[src/rtl/hdlc_cmd_frame_ctrl.sv]
// hdlc_cmd_frame_ctrl: assembles 5-byte command frames from the HDLC receiver and issues register writes
// Ports: clk/rst (async, active-high); s_tvalid/s_tlast/s_tdata byte stream in;
// wr_req/wr_addr/wr_data/wr_ack register-write handshake; frm_done/err_pulse/err_code status;
// cnt_clr clears the saturating ok_cnt/err_cnt counters.
module hdlc_cmd_frame_ctrl #(
    parameter logic [7:0] SYNC_BYTE   = 8'h55,
    parameter int         GAP_TIMEOUT = 4096,
    parameter int         ACK_TIMEOUT = 256
) (
    input  logic        clk,
    input  logic        rst,
    input  logic        s_tvalid,
    input  logic        s_tlast,
    input  logic [7:0]  s_tdata,
    output logic        wr_req,
    output logic [7:0]  wr_addr,
    output logic [15:0] wr_data,
    input  logic        wr_ack,
    output logic        frm_done,
    output logic        err_pulse,
    output logic [2:0]  err_code,
    input  logic        cnt_clr,
    output logic [15:0] ok_cnt,
    output logic [15:0] err_cnt
);
    localparam int GW = (GAP_TIMEOUT > 2) ? $clog2(GAP_TIMEOUT) : 1;
    localparam int AW = (ACK_TIMEOUT > 2) ? $clog2(ACK_TIMEOUT) : 1;
    localparam logic [GW-1:0] GAP_LAST = GW'(GAP_TIMEOUT - 1);
    localparam logic [AW-1:0] ACK_LAST = AW'(ACK_TIMEOUT - 1);
    typedef enum logic [1:0] {IDLE, COLLECT, CHECK, WRITE} state_t;
    state_t        state;
    logic [2:0]    idx;
    logic [7:0]    b1, b2, b3, b4;
    logic [GW-1:0] gap_cnt;
    logic [AW-1:0] ack_cnt;
    logic [7:0]    csum;
    logic [2:0]    ev;
    logic          done;
    assign csum = b1 + b2 + b3;
    assign done = (state == WRITE) && wr_req && wr_ack;
    // Error code raised at this edge; a CHECK failure or ack timeout outranks a coincident overrun.
    always_comb begin
        ev = 3'd0;
        case (state)
            IDLE:    ev = !s_tvalid ? 3'd0 : (s_tdata != SYNC_BYTE) ? 3'd1 : s_tlast ? 3'd2 : 3'd0;
            COLLECT: ev = s_tvalid ? (((idx == 3'd4) != s_tlast) ? 3'd2 : 3'd0)
                                   : ((gap_cnt == GAP_LAST) ? 3'd4 : 3'd0);
            CHECK:   ev = (csum != b4) ? 3'd3 : s_tvalid ? 3'd6 : 3'd0;
            default: ev = (wr_req && !wr_ack && ack_cnt == ACK_LAST) ? 3'd5 : s_tvalid ? 3'd6 : 3'd0;
        endcase
    end
    always_ff @(posedge clk or posedge rst) begin
        if (rst) begin
            state     <= IDLE;
            idx       <= 3'd0;
            b1        <= 8'd0;
            b2        <= 8'd0;
            b3        <= 8'd0;
            b4        <= 8'd0;
            gap_cnt   <= '0;
            ack_cnt   <= '0;
            wr_req    <= 1'b0;
            wr_addr   <= 8'd0;
            wr_data   <= 16'd0;
            frm_done  <= 1'b0;
            err_pulse <= 1'b0;
            err_code  <= 3'd0;
            ok_cnt    <= 16'd0;
            err_cnt   <= 16'd0;
        end else begin
            frm_done  <= done;
            err_pulse <= (ev != 3'd0);
            if (ev != 3'd0) err_code <= ev;
            if (cnt_clr) err_cnt <= 16'd0;
            else if (ev != 3'd0 && err_cnt != 16'hFFFF) err_cnt <= err_cnt + 16'd1;
            if (cnt_clr) ok_cnt <= 16'd0;
            else if (done && ok_cnt != 16'hFFFF) ok_cnt <= ok_cnt + 16'd1;
            case (state)
                IDLE: begin
                    if (s_tvalid && ev == 3'd0) begin
                        state   <= COLLECT;
                        idx     <= 3'd1;
                        gap_cnt <= '0;
                    end
                end
                COLLECT: begin
                    if (s_tvalid) begin
                        b1      <= (idx == 3'd1) ? s_tdata : b1;
                        b2      <= (idx == 3'd2) ? s_tdata : b2;
                        b3      <= (idx == 3'd3) ? s_tdata : b3;
                        b4      <= (idx == 3'd4) ? s_tdata : b4;
                        idx     <= idx + 3'd1;
                        gap_cnt <= '0;
                    end else begin
                        gap_cnt <= gap_cnt + GW'(1);
                    end
                    if (ev != 3'd0) begin
                        state <= IDLE;
                        idx   <= 3'd0;
                    end else if (s_tvalid && idx == 3'd4) begin
                        state <= CHECK;
                    end
                end
                CHECK: begin
                    idx <= 3'd0;
                    if (csum == b4) begin
                        state   <= WRITE;
                        wr_addr <= b1;
                        wr_data <= {b2, b3};
                        ack_cnt <= '0;
                    end else begin
                        state <= IDLE;
                    end
                end
                default: begin
                    // wr_req rises one cycle after entering WRITE; ack is only looked at once it is up.
                    if (!wr_req) begin
                        wr_req <= 1'b1;
                    end else if (wr_ack || ev == 3'd5) begin
                        wr_req <= 1'b0;
                        state  <= IDLE;
                    end else begin
                        ack_cnt <= ack_cnt + AW'(1);
                    end
                end
            endcase
        end
    end
endmodule

[config.mk]
export PLATFORM = sky130hd
export DESIGN_NAME = hdlc_cmd_frame_ctrl
export DESIGN_NICKNAME = d
export VERILOG_FILES = /design/src/rtl/hdlc_cmd_frame_ctrl.sv
export SDC_FILE = /design/constraint.sdc
export NUM_CORES = 1
export LEC_CHECK = 0
export ABC_AREA = 1
export CAP_MARGIN = 20
export CORE_UTILIZATION = 50
export CTS_CLUSTER_DIAMETER = 50
export DETAILED_ROUTE_END_ITERATION = 8
export HOLD_SLACK_MARGIN = 0.15
export PLACE_DENSITY = 0.72
export SLEW_MARGIN = 40
export SYNTH_ARGS = -nofsm -noshare
export SYNTH_HDL_FRONTEND = slang
export SYNTH_SLANG_ARGS = --single-unit
[constraint.sdc]
create_clock -name clk -period 7.3 [get_ports clk]
set_input_delay 1.46 -clock clk [delete_from_list [all_inputs] [get_ports clk]]
set_output_delay 1.46 -clock clk [all_outputs]
set_load 0.02 [all_outputs]
==> results of run 1 <==
-- placed cells by master, fill, tap and decap left out, types with 3 or more instances in the layout --
cell                              instances
sky130_fd_sc_hd__dfrtp_1                119
sky130_fd_sc_hd__fa_1                     8
sky130_fd_sc_hd__ha_1                    20
sky130_fd_sc_hd__clkdlybuf4s50_1         75
sky130_fd_sc_hd__o22ai_1                  3
sky130_fd_sc_hd__xnor2_1                  6
sky130_fd_sc_hd__o21ai_1                  7
sky130_fd_sc_hd__clkbuf_16               17
sky130_fd_sc_hd__inv_1                   99
sky130_fd_sc_hd__nand2_1                231
sky130_fd_sc_hd__o21ai_0                 63
sky130_fd_sc_hd__clkbuf_1                 6
sky130_fd_sc_hd__nand3_1                 44
sky130_fd_sc_hd__o31ai_1                  3
sky130_fd_sc_hd__clkbuf_8                 4
sky130_fd_sc_hd__nor3_1                  26
sky130_fd_sc_hd__nand2_2                  5
sky130_fd_sc_hd__nor4_1                   5
sky130_fd_sc_hd__nand4_1                 15
sky130_fd_sc_hd__nor2_2                   3
sky130_fd_sc_hd__a21oi_1                 33
sky130_fd_sc_hd__nor2_1                  54
sky130_fd_sc_hd__xor2_1                  12
-- routing by layer --
metal | up-vias | wire (um) | track usage
li1 | 2743 | - | -
met1 | 2612 | 6960 | 0.333
met2 | 129 | 7160 | 0.392
met3 | 24 | 513 | 0.0564
met4 | 0 | 295 | 0.104
met5 | - | 0 | 0
-- power breakdown --
part	total [W]	internal, W	switching (W)
Clock	0.000811	0.000534	0.000277
Combinational	0.000896	0.000339	0.000557
Sequential	0.000887	0.000776	0.000111
Total	0.00259	0.00165	0.000945
-- area by class of cell --
| type | instances | area, um^2 |
|---|---|---|
| fillers | 1101 | 4360 |
| flip-flops and latches | 119 | 2980 |
| multi-input cells | 561 | 2930 |
| repair buffers | 77 | 769 |
| clock buffers | 27 | 503 |
| inverters | 104 | 395 |
| well taps | 168 | 210 |
| clock inverters | 3 | 65.1 |
-- worst paths after layout --
check / from / endpoint / slack (ns) / depth (start not counted)
min in group asynchronous: rst / ok_cnt[13] / 1.52 / 2
worst max-delay path: b1[1] / ack_cnt[0] / 3.49 / 17
worst min register to register: wr_data[0] / wr_data[0] / 0.47 / 2
max in group asynchronous: rst / gap_cnt[2] / 4.77 / 3
worst min-delay path: wr_data[0] / wr_data[0] / 0.47 / 2
worst max register to register: b1[1] / ack_cnt[0] / 3.49 / 17
-- flip-flops by register name, summed over array words and instances (netlist names) --
name       count
gap_cnt       12
idx            3
b4             8
wr_data       16
state          2
err_code       3
err_pulse      1
b3             8
wr_addr        8
frm_done       1
b1             8
b2             8
err_cnt       16
ok_cnt        16
wr_req         1
ack_cnt        8
-- through the flow --
stage	hold WS (ns)	instances	total power, W
after floorplan	0.444	800	0.00156
after global placement	0.454	1029	0.00175
after detailed placement	0.459	1029	0.00178
after CTS	0.472	1059	0.00261
after global routing	0.497	1059	0.00278
final	0.468	1059	0.00259
-- logic make-up after synthesis --
kind of cell             Yosys count  synth area share
AO/OA/AOI/OAI                    119             0.100
XOR/XNOR                          19            0.0282
adder cells (fa/ha/maj)           28            0.0643
buffers and inverters            120            0.0745
flip-flops                       119             0.467
AND/OR/NAND/NOR                  395             0.266
-- critical path, delay by kind of cell (launching register included) --
| kind | cells | cell delay (ns) |
|---|---|---|
| adders and majority gates | 3 | 1.19 |
| buffers and inverters | 2 | 0.37 |
| and+or+nand+nor | 9 | 1.22 |
| DFF | 1 | 0.42 |
| AOI/OAI and AO/OA | 3 | 0.49 |
==> results.md, run 1 <==
| Result | This run | Unit |
|:---|:---|:---|
| Maximum level of the CTS H-tree | 4 | - |
| Final Critical Period | 3.81 | ns |
| Area share of the leading cell type in the synthesized netlist | 0.467 | - |
| Core region area | 0.0122 | mm^2 |
| Clock edge transition at the registers on the reported setup and hold paths | 0.05 | ns |
| Initial antenna violation count | 0 | - |
| Aggregate global routing overflow | 0 | - |
| HPWL after detailed placement | 10600 | um |
| Final core utilization | 0.643 | - |
| Flop and latch count out of synthesis | 119 | - |
| Fraction of the cycle the final worst path needs | 0.522 | - |
| PostCTS Resize Cnt | 0 | - |
| Dominant cell type by area after synthesis | sky130_fd_sc_hd__dfrtp_1 | - |
| Fraction of registers with async set/reset | 1.00 | - |
| Total via count in the routed design | 5508 | - |
| Slew margin rel. | 0.477 | - |
| Setup Crit Path Kind | flop to flop | - |
| Setup Total Neg Slack | 0 | ns |
| Final count of negative-setup-slack endpoints | 0 | - |
| Crit-path max FO | 25 | - |
| Num CTS Buffers | 17 | - |
| Slowest Stage Delay on Critical Path | 0.49 | ns |
| Clock sink count | 119 | - |
| Post-Route WL | 14900 | um |
| Power density relative to cell area | 330 | mW/mm^2 |
| Final Net Count | 922 | - |
| Cell area after placement | 0.00728 | mm^2 |
| Slew at the pin closest to its max-slew limit | 0.779 | ns |
| Global-route wire length before repair | 25500 | um |
| TritonCTS clock tree | done | - |
| Fmax | 262 | MHz |
| Number of enable-type register cells in the synthesized netlist | 0 | - |
| Fraction of final layout cells with drive strength greater than 1 | 0.0527 | - |
| Status | complete, no violations | - |
| Number of placement rows | 40 | - |
| Clock skew after layout | 0.0109 | ns |
| Final critical-path setup slack | 3.49 | ns |
| Die H | 115 | um |
| Instance count of the mapped netlist | 800 | - |
| First-pass detailed-route iteration total | 7 | - |
| Via/cell ratio | 5.20 | - |
| Max Cap Viol | 0 | - |
| Avg Inst Size Synth | 7.98 | um^2 |
| Area of all placed cells without fillers | 0.00785 | mm^2 |
| Overall routing resource usage | 0.249 | - |
| Most frequently used flop master after synthesis | sky130_fd_sc_hd__dfrtp_1 | - |
| DIE AREA | 0.0132 | mm^2 |
| Warnings from Yosys | 0 | - |
| Antenna violation net count after detailed routing | 0 | - |
| Leak | 3.64 | nW |
| Initial Util | 0.523 | - |
| Critical path launch point type | flop | - |
| Endpoint class of the critical path | flop | - |
| Ranking of synthesized cells by area | sky130_fd_sc_hd__dfrtp_1 47%, sky130_fd_sc_hd__nand2_1 14%, sky130_fd_sc_hd__inv_1 5.9% | - |
| Worst min path class | flop to flop | - |
| Number of buffers added on ports | 75 | - |
| Largest buffer count on any clock path | 2 | - |
| Antenna Diode Count | 0 | - |
| Library cell used as clock root buffer | sky130_fd_sc_hd__clkbuf_16 | - |
| Number of distinct standard cells referenced by the synthesized netlist | 43 | - |
| Post-CTS Setup Repair Bufs | 0 | - |
| Setup repair after global routing missed its margin | no | - |
| Post-Syn Area | 0.00638 | mm^2 |
| Die X-Extent | 115 | um |
| Most common cell in the synthesized netlist | sky130_fd_sc_hd__nand2_1 | - |
| Pin count of the biggest net entering global routing | 63 | - |
| Required time of the critical path | 7.60 | ns |
| CTS Hold Bufs | 0 | - |
| Max-slew violation count | 0 | - |
| Post-synth top cells | 231 x sky130_fd_sc_hd__nand2_1, 119 x sky130_fd_sc_hd__dfrtp_1, 101 x sky130_fd_sc_hd__inv_1 | - |
| Hold Vio Cnt, Final | 0 | - |
| Top-level port count | 76 | - |
| Sequential cell area fraction in the yosys report | 0.467 | - |
| Worst setup slack after placement | 3.18 | ns |
| Ordered list of cells on the worst path | fa_1 -> ha_1 -> fa_1 -> inv_1 -> nand2_1 -> nand3_1 -> nand2_1 -> nor2_1 -> nand2_1 -> nor2_2 -> nand3_2 -> nor2_1 -> buf_4 -> o21ai_1 -> nor2_1 -> o21ai_0 -> o21a_1 | - |
| Vias in the first global route | 5371 | - |
| Cell with the largest stage delay on the worst path | sky130_fd_sc_hd__fa_1 | - |
| Insertion delay to the later sink of the worst-skew pair | 0.42 | ns |
| Placer Congestion | 0.881 | - |
| Routed length per placed instance | 14.1 | um |
| Starting DRC count in detailed routing | 449 | - |
| IR drop worst, VDD | 0.174 | mV |
| Worst Path Arrival | 4.11 | ns |
| Post-synth net total | 842 | - |
| Layout area overhead | 23.0 | % |
| Number of DRC violations after detailed routing | 0 | - |
(Power assumes the default switching activity.)
==> run 2: changes to the inputs <==
Clock period 7.3 ns to 3.94 ns, I/O delays scaled along.
==> results.md, run 2 (synthesis results as in run 1) <==
| Result | This run | Unit | Change |
|:---|:---|:---|:---|
| PostCTS Resize Cnt | 0 | - | unchanged |
| Proportion of power drawn by flip-flops and latches | 0.335 | - | was 0.342 |
| Top-level port count | 76 | - | unchanged |
| Number of buffers added on ports | 75 | - | unchanged |
| Die X-Extent | 115 | um | unchanged |
| Overall routing resource usage | 0.248 | - | was 0.249 |
| Final Critical Period | 3.58 | ns | was 3.81 ns |
| Clock skew after layout | 0.00674 | ns | was 0.0109 ns |
| Max Cap Viol | 0 | - | unchanged |
| Category of cells accounting for the largest share of critical-path delay | simple AND/OR/NAND/NOR gates | - | unchanged |
| Net switching fraction of the power | 0.362 | - | was 0.364 |
| Fmax | 279 | MHz | was 262 MHz |
| Setup Total Neg Slack | 0 | ns | unchanged |
| Required time of the critical path | 4.24 | ns | was 7.60 ns |
| Endpoint class of the critical path | flop | - | unchanged |
| Die H | 115 | um | unchanged |
| Most common cell after layout, fill and taps aside | sky130_fd_sc_hd__nand2_1 | - | unchanged |
| Hold path endpoint | wr_addr[4] | - | was wr_data[0] |
| Leak | 3.69 | nW | was 3.64 nW |
| Number of DRC violations after detailed routing | 0 | - | unchanged |
| Maximum level of the CTS H-tree | 4 | - | unchanged |
| Count of cells along the worst hold path | 2 | - | unchanged |
| Final count of negative-setup-slack endpoints | 0 | - | unchanged |
| Initial Util | 0.523 | - | unchanged |
| Clk network pwr share | 0.327 | - | was 0.313 |
| Logic pwr share | 0.338 | - | was 0.345 |
| Global-route wire length before repair | 25400 | um | was 25500 um |
| Layout area overhead | 24.4 | % | was 23.0% |
| Slew at the pin closest to its max-slew limit | 0.604 | ns | was 0.779 ns |
| Slew margin rel. | 0.596 | - | was 0.477 |
| DIE AREA | 0.0132 | mm^2 | unchanged |
| Insertion delay to the later sink of the worst-skew pair | 0.43 | ns | was 0.42 ns |
| Critical path launch point type | flop | - | unchanged |
| Max-slew violation count | 0 | - | unchanged |
| Most used cell, CP | sky130_fd_sc_hd__nand2_2 | - |  |
| Antenna Diode Count | 0 | - | unchanged |
| Hold path start | wr_addr[4] | - | was wr_data[0] |
| Status | complete, no violations | - | unchanged |
| Internal power contribution | 0.00314 | W | was 0.00165 W |
| Placer Congestion | 0.860 | - | was 0.881 |
| Antenna violation net count after detailed routing | 0 | - | unchanged |
| Starting DRC count in detailed routing | 404 | - | was 449 |
| Setup Crit Path Kind | flop to flop | - | unchanged |
| Capture point of the worst reg-to-reg path | err_cnt[9] | - | was ack_cnt[0] |
| Slowest Stage Delay on Critical Path | 0.55 | ns | was 0.49 ns |
| Worst min path class | flop to flop | - | unchanged |
| Highest-count cells in the layout ignoring fill and taps | 231 x sky130_fd_sc_hd__nand2_1, 119 x sky130_fd_sc_hd__dfrtp_1, 99 x sky130_fd_sc_hd__inv_1 | - | unchanged |
| Worst flop-to-flop path startpoint | b1[1] | - | unchanged |
| Post-layout power | 0.00493 | W | was 0.00259 W |
| Aggregate global routing overflow | 0 | - | unchanged |
| Setup repair after global routing missed its margin | no | - | unchanged |
| Hold Vio Cnt, Final | 0 | - | unchanged |
| Library cell used as clock root buffer | sky130_fd_sc_hd__clkbuf_16 | - | unchanged |
| Cell with the largest stage delay on the worst path | sky130_fd_sc_hd__fa_1 | - | unchanged |
| Number of placement rows | 40 | - | unchanged |
| Power density relative to cell area | 621 | mW/mm^2 | was 330 mW/mm^2 |
| HPWL after detailed placement | 10700 | um | was 10600 um |
| Critical path buffer and inverter count | 0 | - | was 2 |
| Final cell count without fillers | 1066 | - | was 1059 |
| Initial antenna violation count | 0 | - | unchanged |
| Filler cell count | 1047 | - | was 1101 |
| Vias in the first global route | 5537 | - | was 5371 |
| Largest registers ranked by flip-flop count | err_cnt (16), ok_cnt (16), wr_data (16) | - | unchanged |
| Routed length per placed instance | 13.9 | um | was 14.1 um |
| Internal reg-to-reg setup slack | 0.36 | ns | was 3.49 ns |
| Crit path launch | b1[1] | - | unchanged |
| Post-CTS Setup Repair Bufs | 0 | - | unchanged |
| Worst Path Arrival | 3.89 | ns | was 4.11 ns |
| Pin count of the biggest net entering global routing | 39 | - | was 63 |
| Fraction of the cycle the final worst path needs | 0.910 | - | was 0.522 |
| Fraction of final layout cells with drive strength greater than 1 | 0.0646 | - | was 0.0527 |
| Final Net Count | 927 | - | was 922 |
| Number of placed instances with taps included | 1034 | - | was 1029 |
| Core region area | 0.0122 | mm^2 | unchanged |
| Total via count in the routed design | 5566 | - | was 5508 |
| Post-Route WL | 14900 | um | about the same |
| Ordered list of cells on the worst path | fa_1 -> ha_1 -> fa_1 -> xnor2_1 -> nand3_1 -> nor2_1 -> nand2_1 -> nor2_2 -> nand3_2 -> nand2_2 -> nand2_1 -> nand2_1 -> nand2_2 -> nor2_4 -> nand2_2 -> nand2_2 -> nand2_2 -> nand2_1 -> o21ai_0 | - | was fa_1 -> ha_1 -> fa_1 -> inv_1 -> nand2_1 -> nand3_1 -> nand2_1 -> nor2_1 -> nand2_1 -> nor2_2 -> nand3_2 -> nor2_1 -> buf_4 -> o21ai_1 -> nor2_1 -> o21ai_0 -> o21a_1 |
| Num CTS Buffers | 17 | - | unchanged |
| Largest buffer count on any clock path | 2 | - | unchanged |
| TritonCTS clock tree | done | - | unchanged |
| Crit-path max FO | 15 | - | was 25 |
| Clock edge transition at the registers on the reported setup and hold paths | 0.05 | ns | about the same |
| CTS Hold Bufs | 0 | - | unchanged |
| Total net switching power | 0.00178 | W | was 0.000945 W |
| IR drop worst, VDD | 0.261 | mV | was 0.174 mV |
| First-pass detailed-route iteration total | 5 | - | was 7 |
| Register-to-Register Path Depth | 19 | - | was 17 |
| Via/cell ratio | 5.22 | - | was 5.20 |
| Clock sink count | 119 | - | unchanged |
run 2: cell types whose count changed in the layout (fill, tap and decap cells not counted):
cell / delta
sky130_fd_sc_hd__buf_4: +6
sky130_fd_sc_hd__buf_6: -1
sky130_fd_sc_hd__bufinv_16: +1
sky130_fd_sc_hd__clkbuf_1: -4
sky130_fd_sc_hd__clkbuf_8: +1
sky130_fd_sc_hd__clkinv_2: +3
sky130_fd_sc_hd__clkinvlp_4: +2
sky130_fd_sc_hd__inv_4: -1
run 2: worst max path at each step:
stage / endpoint / slack, ns / depth (start not counted)
after floorplan: gap_cnt[6] / 0.82 / 20
after global placement: err_cnt[9] / 0.49 / 19
after detailed placement: ack_cnt[0] / 0.29 / 14
after CTS: ack_cnt[0] / 0.26 / 14
after global routing: err_cnt[14] / 0.08 / 18
final: err_cnt[9] / 0.36 / 19
run 2: metal layers:
layer	vias up	global-route usage	share of wire	routed length [um]
li1	2753	-	-	-
met1	2647	0.313	0.45	6680
met2	141	0.409	0.49	7280
met3	25	0.0564	0.043	640
met4	0	0.107	0.018	272
met5	-	0	0	0
run 2: power by group through the flow:
stage	registers [W]	logic, W	clock network, W
floorplan	0.00169	0.00120	0
global placement	0.00164	0.00160	0
detailed placement	0.00166	0.00165	0
CTS	0.00165	0.00167	0.00163
global route	0.00168	0.00189	0.00170
finish	0.00165	0.00167	0.00161
run 2: cell type report:
type                       instances  area [um^2]  area share
multi-input combinational        561         2930       0.369
timing repair buffer              82          803       0.101
tap                              168          210      0.0265
inverter                         104          397      0.0500
clock inverter                     8          118      0.0148
sequential                       119         2980       0.375
clock buffer                      24          502      0.0632
run 2: stage by stage:
stage / worst slack [ns] / utilization / hold slack [ns] / area, um^2
floorplan: 0.815 / - / 0.444 / 6380
global placement: 0.491 / 0.599 / 0.454 / 7320
detailed placement: 0.288 / 0.599 / 0.457 / 7320
CTS: 0.257 / 0.650 / 0.470 / 7940
global route: 0.0756 / 0.650 / 0.485 / 7940
finish: 0.355 / 0.650 / 0.467 / 7940
run 2: tightest hold or removal path, stage by stage, from the launching register on:
cell and delay, ns:
sky130_fd_sc_hd__dfrtp_1 0.34, sky130_fd_sc_hd__nand2_1 0.05, sky130_fd_sc_hd__nand2_1 0.04
